==> config.mk <==
export PLATFORM = sky130hd
export DESIGN_NAME = rtc_bus_driver
export DESIGN_NICKNAME = d
export VERILOG_FILES = /design/src/rtl/rtc_bus_driver.sv
export SDC_FILE = /design/constraint.sdc
export NUM_CORES = 1
export LEC_CHECK = 0
export CORE_MARGIN = 2
export CORE_UTILIZATION = 37
export DETAILED_ROUTE_END_ITERATION = 10
export MAX_ROUTING_LAYER = met4
export SLEW_MARGIN = 25
export SYNTH_ARGS = -nofsm -noshare
export SYNTH_HDL_FRONTEND = slang
export SYNTH_SLANG_ARGS = --single-unit
==> constraint.sdc <==
create_clock -name clock -period 2.1 [get_ports clock]
set_clock_uncertainty 0.05 [all_clocks]
set_input_delay 0.525 -clock clock [delete_from_list [all_inputs] [get_ports clock]]
set_output_delay 0.525 -clock clock [all_outputs]
set_load 0.1 [all_outputs]
==> src/rtl/rtc_bus_driver.sv <==
// ---------------------------------------------------------------------------
// rtc_bus_driver
//
// Bus transaction engine for the RTC multiplexed address/data port. Accepts a
// write or read request from the RTC control FSM and runs one address phase
// (strobe low, then high for hold) followed by one data phase on the pins.
// Each of the four half-phases lasts PHASE_CYCLES clocks, followed by a single
// DONE cycle that pulses donew or doner. The AD bus tristate buffer lives at the
// top level and is built from ad_o / ad_oe / ad_i.
//
// Parameters
//   PHASE_CYCLES : clocks per half-phase (1..255)
//   CNT_W        : phase counter width, must hold PHASE_CYCLES-1
//
// Ports
//   clock, reset     : system clock, synchronous active-high reset
//   win, rin         : write / read request levels, sampled only in IDLE
//   address, datawr  : register address and write data, latched at start
//   donew, doner     : one-cycle completion pulses (write / read)
//   dataread         : last captured read byte, held until the next capture
//   busy             : high whenever the engine is not IDLE
//   cs_n, rd_n, wr_n : active-low chip select and strobes
//   a_d              : 0 = address phase, 1 = data phase
//   ad_o, ad_oe      : bus output value and output enable
//   ad_i             : bus input value, captured on reads
//
// Every output is a flop. Output values are decoded from the next-state
// signals so that the pins change on the same edge as the state register.
// ---------------------------------------------------------------------------
module rtc_bus_driver #(
  parameter int PHASE_CYCLES = 10,
  parameter int CNT_W        = 8
) (
  input  logic       clock,
  input  logic       reset,
  input  logic       win,
  input  logic       rin,
  input  logic [7:0] address,
  input  logic [7:0] datawr,
  output logic       donew,
  output logic       doner,
  output logic [7:0] dataread,
  output logic       busy,
  output logic       cs_n,
  output logic       rd_n,
  output logic       wr_n,
  output logic       a_d,
  output logic [7:0] ad_o,
  output logic       ad_oe,
  input  logic [7:0] ad_i
);

  typedef enum logic [2:0] {
    IDLE   = 3'd0,
    ADR_LO = 3'd1,
    ADR_HI = 3'd2,
    DAT_LO = 3'd3,
    DAT_HI = 3'd4,
    DONE   = 3'd5
  } state_e;

  localparam logic [CNT_W-1:0] PHASE_LAST = CNT_W'(PHASE_CYCLES - 1);
  localparam logic [CNT_W-1:0] CNT_ZERO   = '0;
  localparam logic [CNT_W-1:0] CNT_ONE    = CNT_W'(1);

  localparam logic OP_WRITE = 1'b0;
  localparam logic OP_READ  = 1'b1;

  // Control state
  state_e           state_q, state_d;
  logic [CNT_W-1:0] cnt_q, cnt_d;
  logic             op_q, op_d;
  logic [7:0]       addr_q, addr_d;
  logic [7:0]       data_q, data_d;
  logic [7:0]       dataread_q, dataread_d;

  // Registered pin / handshake outputs
  logic       cs_n_q, cs_n_d;
  logic       rd_n_q, rd_n_d;
  logic       wr_n_q, wr_n_d;
  logic       a_d_q, a_d_d;
  logic [7:0] ad_o_q, ad_o_d;
  logic       ad_oe_q, ad_oe_d;
  logic       donew_q, donew_d;
  logic       doner_q, doner_d;
  logic       busy_q, busy_d;

  logic phase_end_s;

  assign phase_end_s = (cnt_q == PHASE_LAST);

  // Next-state, phase counter, request latch and read capture
  always_comb begin
    state_d    = state_q;
    cnt_d      = cnt_q;
    op_d       = op_q;
    addr_d     = addr_q;
    data_d     = data_q;
    dataread_d = dataread_q;

    case (state_q)
      IDLE: begin
        cnt_d = CNT_ZERO;
        // Write has priority when both requests are present.
        if (win) begin
          op_d    = OP_WRITE;
          addr_d  = address;
          data_d  = datawr;
          state_d = ADR_LO;
        end else if (rin) begin
          op_d    = OP_READ;
          addr_d  = address;
          data_d  = datawr;
          state_d = ADR_LO;
        end else begin
          state_d = IDLE;
        end
      end

      ADR_LO: begin
        if (phase_end_s) begin
          state_d = ADR_HI;
          cnt_d   = CNT_ZERO;
        end else begin
          cnt_d = cnt_q + CNT_ONE;
        end
      end

      ADR_HI: begin
        if (phase_end_s) begin
          state_d = DAT_LO;
          cnt_d   = CNT_ZERO;
        end else begin
          cnt_d = cnt_q + CNT_ONE;
        end
      end

      DAT_LO: begin
        if (phase_end_s) begin
          state_d = DAT_HI;
          cnt_d   = CNT_ZERO;
          // Sample the bus at the very end of the RD# low window, when the
          // RTC has had the full phase to drive valid data.
          if (op_q == OP_READ) begin
            dataread_d = ad_i;
          end else begin
            dataread_d = dataread_q;
          end
        end else begin
          cnt_d = cnt_q + CNT_ONE;
        end
      end

      DAT_HI: begin
        if (phase_end_s) begin
          state_d = DONE;
          cnt_d   = CNT_ZERO;
        end else begin
          cnt_d = cnt_q + CNT_ONE;
        end
      end

      DONE: begin
        // Always return through IDLE so the requester can advance its
        // address on the done edge before the next request is latched.
        state_d = IDLE;
        cnt_d   = CNT_ZERO;
      end

      default: begin
        state_d = IDLE;
        cnt_d   = CNT_ZERO;
      end
    endcase
  end

  // Pin and handshake decode for the state being entered
  always_comb begin
    cs_n_d  = 1'b1;
    rd_n_d  = 1'b1;
    wr_n_d  = 1'b1;
    a_d_d   = 1'b1;
    ad_o_d  = 8'h00;
    ad_oe_d = 1'b0;
    donew_d = 1'b0;
    doner_d = 1'b0;
    busy_d  = (state_d != IDLE);

    case (state_d)
      IDLE: begin
        busy_d = 1'b0;
      end

      ADR_LO: begin
        // The address is always written into the RTC, for reads as well.
        cs_n_d  = 1'b0;
        wr_n_d  = 1'b0;
        a_d_d   = 1'b0;
        ad_oe_d = 1'b1;
        ad_o_d  = addr_d;
      end

      ADR_HI: begin
        // Keep driving the address after the strobe rises (hold time).
        a_d_d   = 1'b0;
        ad_oe_d = 1'b1;
        ad_o_d  = addr_d;
      end

      DAT_LO: begin
        cs_n_d = 1'b0;
        if (op_d == OP_WRITE) begin
          wr_n_d  = 1'b0;
          ad_oe_d = 1'b1;
          ad_o_d  = data_d;
        end else begin
          // Release the bus on the first read data cycle to avoid contention.
          rd_n_d  = 1'b0;
          ad_oe_d = 1'b0;
          ad_o_d  = 8'h00;
        end
      end

      DAT_HI: begin
        if (op_d == OP_WRITE) begin
          ad_oe_d = 1'b1;
          ad_o_d  = data_d;
        end else begin
          ad_oe_d = 1'b0;
          ad_o_d  = 8'h00;
        end
      end

      DONE: begin
        if (op_d == OP_WRITE) begin
          donew_d = 1'b1;
        end else begin
          doner_d = 1'b1;
        end
      end

      default: begin
        busy_d = 1'b0;
      end
    endcase
  end

  // State, latched request and output registers with synchronous reset
  always_ff @(posedge clock) begin
    if (reset) begin
      state_q    <= IDLE;
      cnt_q      <= CNT_ZERO;
      op_q       <= OP_WRITE;
      addr_q     <= 8'h00;
      data_q     <= 8'h00;
      dataread_q <= 8'h00;
      cs_n_q     <= 1'b1;
      rd_n_q     <= 1'b1;
      wr_n_q     <= 1'b1;
      a_d_q      <= 1'b1;
      ad_o_q     <= 8'h00;
      ad_oe_q    <= 1'b0;
      donew_q    <= 1'b0;
      doner_q    <= 1'b0;
      busy_q     <= 1'b0;
    end else begin
      state_q    <= state_d;
      cnt_q      <= cnt_d;
      op_q       <= op_d;
      addr_q     <= addr_d;
      data_q     <= data_d;
      dataread_q <= dataread_d;
      cs_n_q     <= cs_n_d;
      rd_n_q     <= rd_n_d;
      wr_n_q     <= wr_n_d;
      a_d_q      <= a_d_d;
      ad_o_q     <= ad_o_d;
      ad_oe_q    <= ad_oe_d;
      donew_q    <= donew_d;
      doner_q    <= doner_d;
      busy_q     <= busy_d;
    end
  end

  assign cs_n     = cs_n_q;
  assign rd_n     = rd_n_q;
  assign wr_n     = wr_n_q;
  assign a_d      = a_d_q;
  assign ad_o     = ad_o_q;
  assign ad_oe    = ad_oe_q;
  assign donew    = donew_q;
  assign doner    = doner_q;
  assign busy     = busy_q;
  assign dataread = dataread_q;

endmodule

==> out/metrics.cfg, run 1 <==
[synthesis]
synthCells=208
yosys_warnings=0
syn_avg_cell_area_um2=10.3
ys_dominant_reg_cell=dfxtp_1
ys_seq_area_frac=0.487
synth_seq_cells=52
syn_nets=238
synthArstFlopShare=0
ys_types=43
synth_area_um2=2140
synth_edf_count=0

[cts]
clk_pin_slew_ns=0.08
clock-sinks=52
cts_hold_buf=0
post_cts_buffers=0
post_cts_resized=0
cts_made_buffers=5
clk_latency_ns=0.30
ctsHtreeMaxLevel=2
cts_tree=built
root_buffer=clkbuf_8
clk_path_buf_depth=2

[detailed_routing]
drtPass1Iterations=4
drc=0
drt_iter0_drc=90
routed_wl_um=4460
vias_per_cell=4.86
wl_per_cell_um=13.1
via_count=1656
antenna_left=0

[die]
row_count=27
initial_core_util=0.386
die_area_um2=6400
fp.dieW_um=80
core_area_um2=5540
io_pins=52
die-height_um=80

[setup_path]
crit_required_ns=2.23
end_kind=flop
critPathMaxStageDelay_ns=0.47
crit_type=in2reg
cp_max_fo=9
cp_num_buf_inv=1
path_cells=clkdlybuf4s50_1 -> or2_2 -> and2_1 -> mux2i_1 -> o31ai_1
crit_family=simple AND/OR/NAND/NOR gates
worstPathArrival_ns=2.05
startpoint_type=input port
critical-path-slowest-cell=clkdlybuf4s50_1

[global_route]
grt_pass1_wl_um=7190
grt-ovfl-total=0
grt_pass1_vias=1506
grtUsageTotal=0.149
antenna_found_initial=0
grt_start_max_net_pins=24

[power]
p_int_mw=1.42
p_seq_frac=0.530
combPwrFrac=0.179
p_total_mw=1.97
clockPowerShare=0.291
p_sw_frac=0.278
p_switching_mw=0.547
peakVddDrop_mv=0.332
p_leak_nw=1.20
power_density_nw_per_um2=698

[worst_hold_path]
min_path_type=reg2reg

[placed_design]
gp_congestion=0.723
pre_cts_slack_ns=-0.130
hpwlAfterDp_um=3210
port_buffers=51
place_inst=333
dpl_cell_area_um2=2730

[sta]
rsz0062_at_grt=no
setup_tns_ns=0
slew_violations=0
timing.final.crit_share=0.918
holdWs_ns=0.446
hold_viol=0
fmax_mhz=519
min_period_ns=1.93
setup_viol=0
worst_slack_ns=0.172
slew-limit-headroom=0.620
worst_pin_slew_ns=0.569

[final_layout]
final_cell_mix=dfxtp_1, buf_4, nor2_1, clkdlybuf4s50_1, mux2i_1
mostFrequentLayoutCell=dfxtp_1
syn_to_final_growth_pct=32.0
finalNonFillerCells=341
final_area_um2=2820
multi_input_area_um2=1030
postLayoutCoreUtil=0.509
seqCellArea_um2=1040
layout-drive-gt1-share=0.216
n_fill_cell=549
diodes=0
fin_nets=298

[status]
status=complete, no violations

[flow_run]
cap_viol_max_count=0

[kinds of logic after synthesis]
family	share of synthesized area
flops	0.487
buf+inv	0.0328
compound gates	0.167
mux	0.0902
fa+ha+maj	0.0117
simple gates	0.178
xor+xnor	0.0328
[layer usage]
| layer | vias up | GRT usage | part of all wire |
|---|---|---|---|
| met5 | - | - | 0 |
| met4 | 0 | 0.0508 | 0.012 |
| met3 | 4 | 0.0396 | 0.048 |
| met2 | 37 | 0.210 | 0.43 |
| met1 | 752 | 0.205 | 0.51 |
| li1 | 863 | - | - |
[synth_stat cells, drive strengths merged (3+ instances only)]
cell type	n	area [um^2]
a21boi	7	52.6
a21oi	8	51.3
and2	3	18.8
and3	10	62.6
buf	5	36.3
clkbuf	6	22.5
dfxtp	52	1040
mux2i	18	193
nand3	9	50.1
nor2	30	113
nor3	3	26.3
nor3b	3	27.5
o2111ai	8	70.1
o21a	7	52.6
o21ai	4	23.8
o31ai	7	52.6
xor2	6	52.6
[area by class of cell]
type / count / area share
multi-input combinational: 142 / 0.364
sequential: 52 / 0.369
tap: 72 / 0.0319
inverter: 3 / 0.00399
clock inverter: 2 / 0.00355
clock buffer: 6 / 0.0293
timing repair buffer: 64 / 0.199
[flip-flops by register name, indices dropped and copies added, names as in the netlist, 3 cells and up]
register,count
ad_o,8
dataread,8
cnt_q,8
addr_q,8
data_q,8
state_q,3
[final timing paths]
kind / start / end / slack (ns) / depth (start not counted)
worst max-delay path: win / ad_o[0] / 0.17 / 5
worst min-delay path: data_q[6] / data_q[6] / 0.45 / 2
worst max register to register: cnt_q[1] / ad_o[0] / 0.18 / 7
worst min register to register: data_q[6] / data_q[6] / 0.45 / 2
[worst register-to-register path, delay by kind of cell (launching register included)]
kind            cells  cell delay, ns
flops               1            0.40
simple gates        1            0.13
mux                 1            0.43
compound gates      2            0.39
fa+ha+maj           1            0.18
buf+inv             2            0.23
[power by group through the flow]
stage / sequential, mW / clock [mW] / combinational, mW
2_1_floorplan: 1.18 / 0 / 0.120
3_3_place_gp: 1.07 / 0 / 0.353
3_5_place_dp: 1.07 / 0 / 0.354
4_1_cts: 1.05 / 0.595 / 0.355
5_1_grt: 1.05 / 0.645 / 0.375
6_report: 1.04 / 0.573 / 0.353
Power figures use the tool's default switching activity.
==> run 2, diff against run 1 <==
- CTS_CLUSTER_DIAMETER: not set -> 50
- CTS_CLUSTER_SIZE: not set -> 40
- GPL_TIMING_DRIVEN: not set -> 0
==> out/metrics.cfg, run 2 (synthesis results as in run 1) <==
[worst_hold_path]
min_path_type=reg2reg  ; unchanged
hold_path_depth=1  ; was 2
worst_hold_startpoint=cnt_q[0]  ; was data_q[6]

[setup_path]
cp_max_fo=1  ; was 9
worstPathArrival_ns=1.48  ; was 2.05 ns
crit_type=reg2out  ; was in2reg
critical-path-slowest-cell=dlygate4sd2_1  ; was clkdlybuf4s50_1
crit_required_ns=1.52  ; was 2.23 ns
path_cells=dlygate4sd2_1  ; was clkdlybuf4s50_1 -> or2_2 -> and2_1 -> mux2i_1 -> o31ai_1
startpoint_type=flop  ; was input port
rr_startpoint=cnt_q[1]  ; unchanged
critPathMaxStageDelay_ns=0.85  ; was 0.47 ns
cp_num_buf_inv=1  ; unchanged
reg2reg_depth=7  ; unchanged
crit_family=buffers and inverters  ; was simple AND/OR/NAND/NOR gates
path_depth=1  ; was 5
end_kind=primary output  ; was flop
cp-startpoint=ad_o[1]  ; was win

[global_route]
grt-ovfl-total=0  ; unchanged
grtUsageTotal=0.153  ; was 0.149
antenna_found_initial=0  ; unchanged
grt_pass1_wl_um=7430  ; was 7190 um
grt_pass1_vias=1595  ; was 1506
grt_start_max_net_pins=17  ; was 24

[cts]
cts_made_buffers=5  ; unchanged
cts_tree=built  ; unchanged
clk_latency_ns=0.30  ; about the same
root_buffer=clkbuf_8  ; unchanged
clk_pin_slew_ns=0.09  ; was 0.08 ns
clock-sinks=52  ; unchanged
ctsHtreeMaxLevel=2  ; unchanged
clk_path_buf_depth=2  ; unchanged

[final_layout]
layout-drive-gt1-share=0.127  ; was 0.216
diodes=0  ; unchanged
mostFrequentLayoutCell=dfxtp_1  ; unchanged
final_cell_mix=dfxtp_1, nor2_1, clkdlybuf4s50_1, mux2i_1, dlygate4sd2_1  ; was dfxtp_1, buf_4, nor2_1, clkdlybuf4s50_1, mux2i_1
syn_to_final_growth_pct=33.5  ; was 32.0%
n_fill_cell=564  ; was 549
finalNonFillerCells=340  ; was 341
multi_input_area_um2=1030  ; unchanged
fin_nets=297  ; was 298
postLayoutCoreUtil=0.515  ; was 0.509
seqCellArea_um2=1040  ; unchanged

[die]
row_count=27  ; unchanged
io_pins=52  ; unchanged
initial_core_util=0.386  ; unchanged
die-height_um=80  ; unchanged
die_area_um2=6400  ; unchanged
core_area_um2=5540  ; unchanged
fp.dieW_um=80  ; unchanged

[sta]
slew-limit-headroom=0.350  ; was 0.620
worst_pin_slew_ns=0.979  ; was 0.569 ns
timing.final.crit_share=0.980  ; was 0.918
hold_viol=0  ; unchanged
fmax_mhz=486  ; was 519 MHz
setup_viol=0  ; unchanged
rsz0062_at_grt=no  ; unchanged
holdWs_ns=0.452  ; was 0.446 ns
worst_slack_ns=0.0427  ; was 0.172 ns
slew_violations=0  ; unchanged
min_period_ns=2.06  ; was 1.93 ns

[power]
clockPowerShare=0.400  ; was 0.291
peakVddDrop_mv=0.309  ; was 0.332 mV
p_total_mw=2.30  ; was 1.97 mW
p_int_mw=1.74  ; was 1.42 mW
p_leak_nw=1.21  ; was 1.20 nW
p_seq_frac=0.451  ; was 0.530
combPwrFrac=0.149  ; was 0.179
p_sw_frac=0.244  ; was 0.278
p_switching_mw=0.563  ; was 0.547 mW
power_density_nw_per_um2=807  ; was 698 nW/um^2

[detailed_routing]
antenna_left=0  ; unchanged
drt_iter0_drc=42  ; was 90
drtPass1Iterations=4  ; unchanged
routed_wl_um=4550  ; was 4460 um
vias_per_cell=4.95  ; was 4.86
drc=0  ; unchanged
wl_per_cell_um=13.4  ; was 13.1 um
via_count=1682  ; was 1656

[placed_design]
hpwlAfterDp_um=3220  ; was 3210 um
gp_congestion=0.772  ; was 0.723
pre_cts_slack_ns=-0.222  ; was -0.130 ns
place_inst=330  ; was 333
port_buffers=50  ; was 51

[flow_run]
cap_viol_max_count=0  ; unchanged

[status]
status=complete, no violations  ; unchanged

run 2: power by group through the flow:
stage               registers [mW]  logic, mW  clock network [mW]
floorplan                     1.18      0.120                   0
global placement              1.06      0.352                   0
detailed placement            1.06      0.352                   0
CTS                           1.04      0.341               0.944
global route                  1.04      0.368               0.982
finish                        1.04      0.343               0.922
run 2: area by class of cell:
type	count	area share
sequential	52	0.365
multi-input combinational	142	0.359
timing repair buffer	52	0.164
clock inverter	3	0.0316
tap	72	0.0316
clock buffer	5	0.0241
buffer	11	0.0206
inverter	3	0.00395
run 2: path summary, 6_finish.rpt:
kind,endpoint,slack [ns]
worst max register to register,ad_o[0],0.19
worst min register to register,cnt_q[0],0.45
worst max-delay path,ad_o[1],0.04
worst min-delay path,cnt_q[0],0.45
run 2: metal layers:
layer,global-route usage,share of wire,up-vias
met4,0.0559,0.017,0
met2,0.230,0.44,41
li1,-,-,862
met1,0.199,0.49,773
met5,-,0,-
met3,0.0407,0.050,6
run 2: what timing repair did:
item	4_1_cts	5_1_grt
endpoints found under the setup margin	24	18
buffers inserted	0	2
hold buffers	0	0
resized for setup	25	15
run 2: stage by stage:
| step | cell area, um^2 | TNS [ns] |
|---|---|---|
| 6_report | 2850 | 0 |
| 3_5_place_dp | 2730 | -1.85 |
| 2_1_floorplan | 2140 | 0 |
| 5_1_grt | 2850 | 0 |
| 4_1_cts | 2860 | 0 |
| 3_3_place_gp | 2730 | -1.67 |
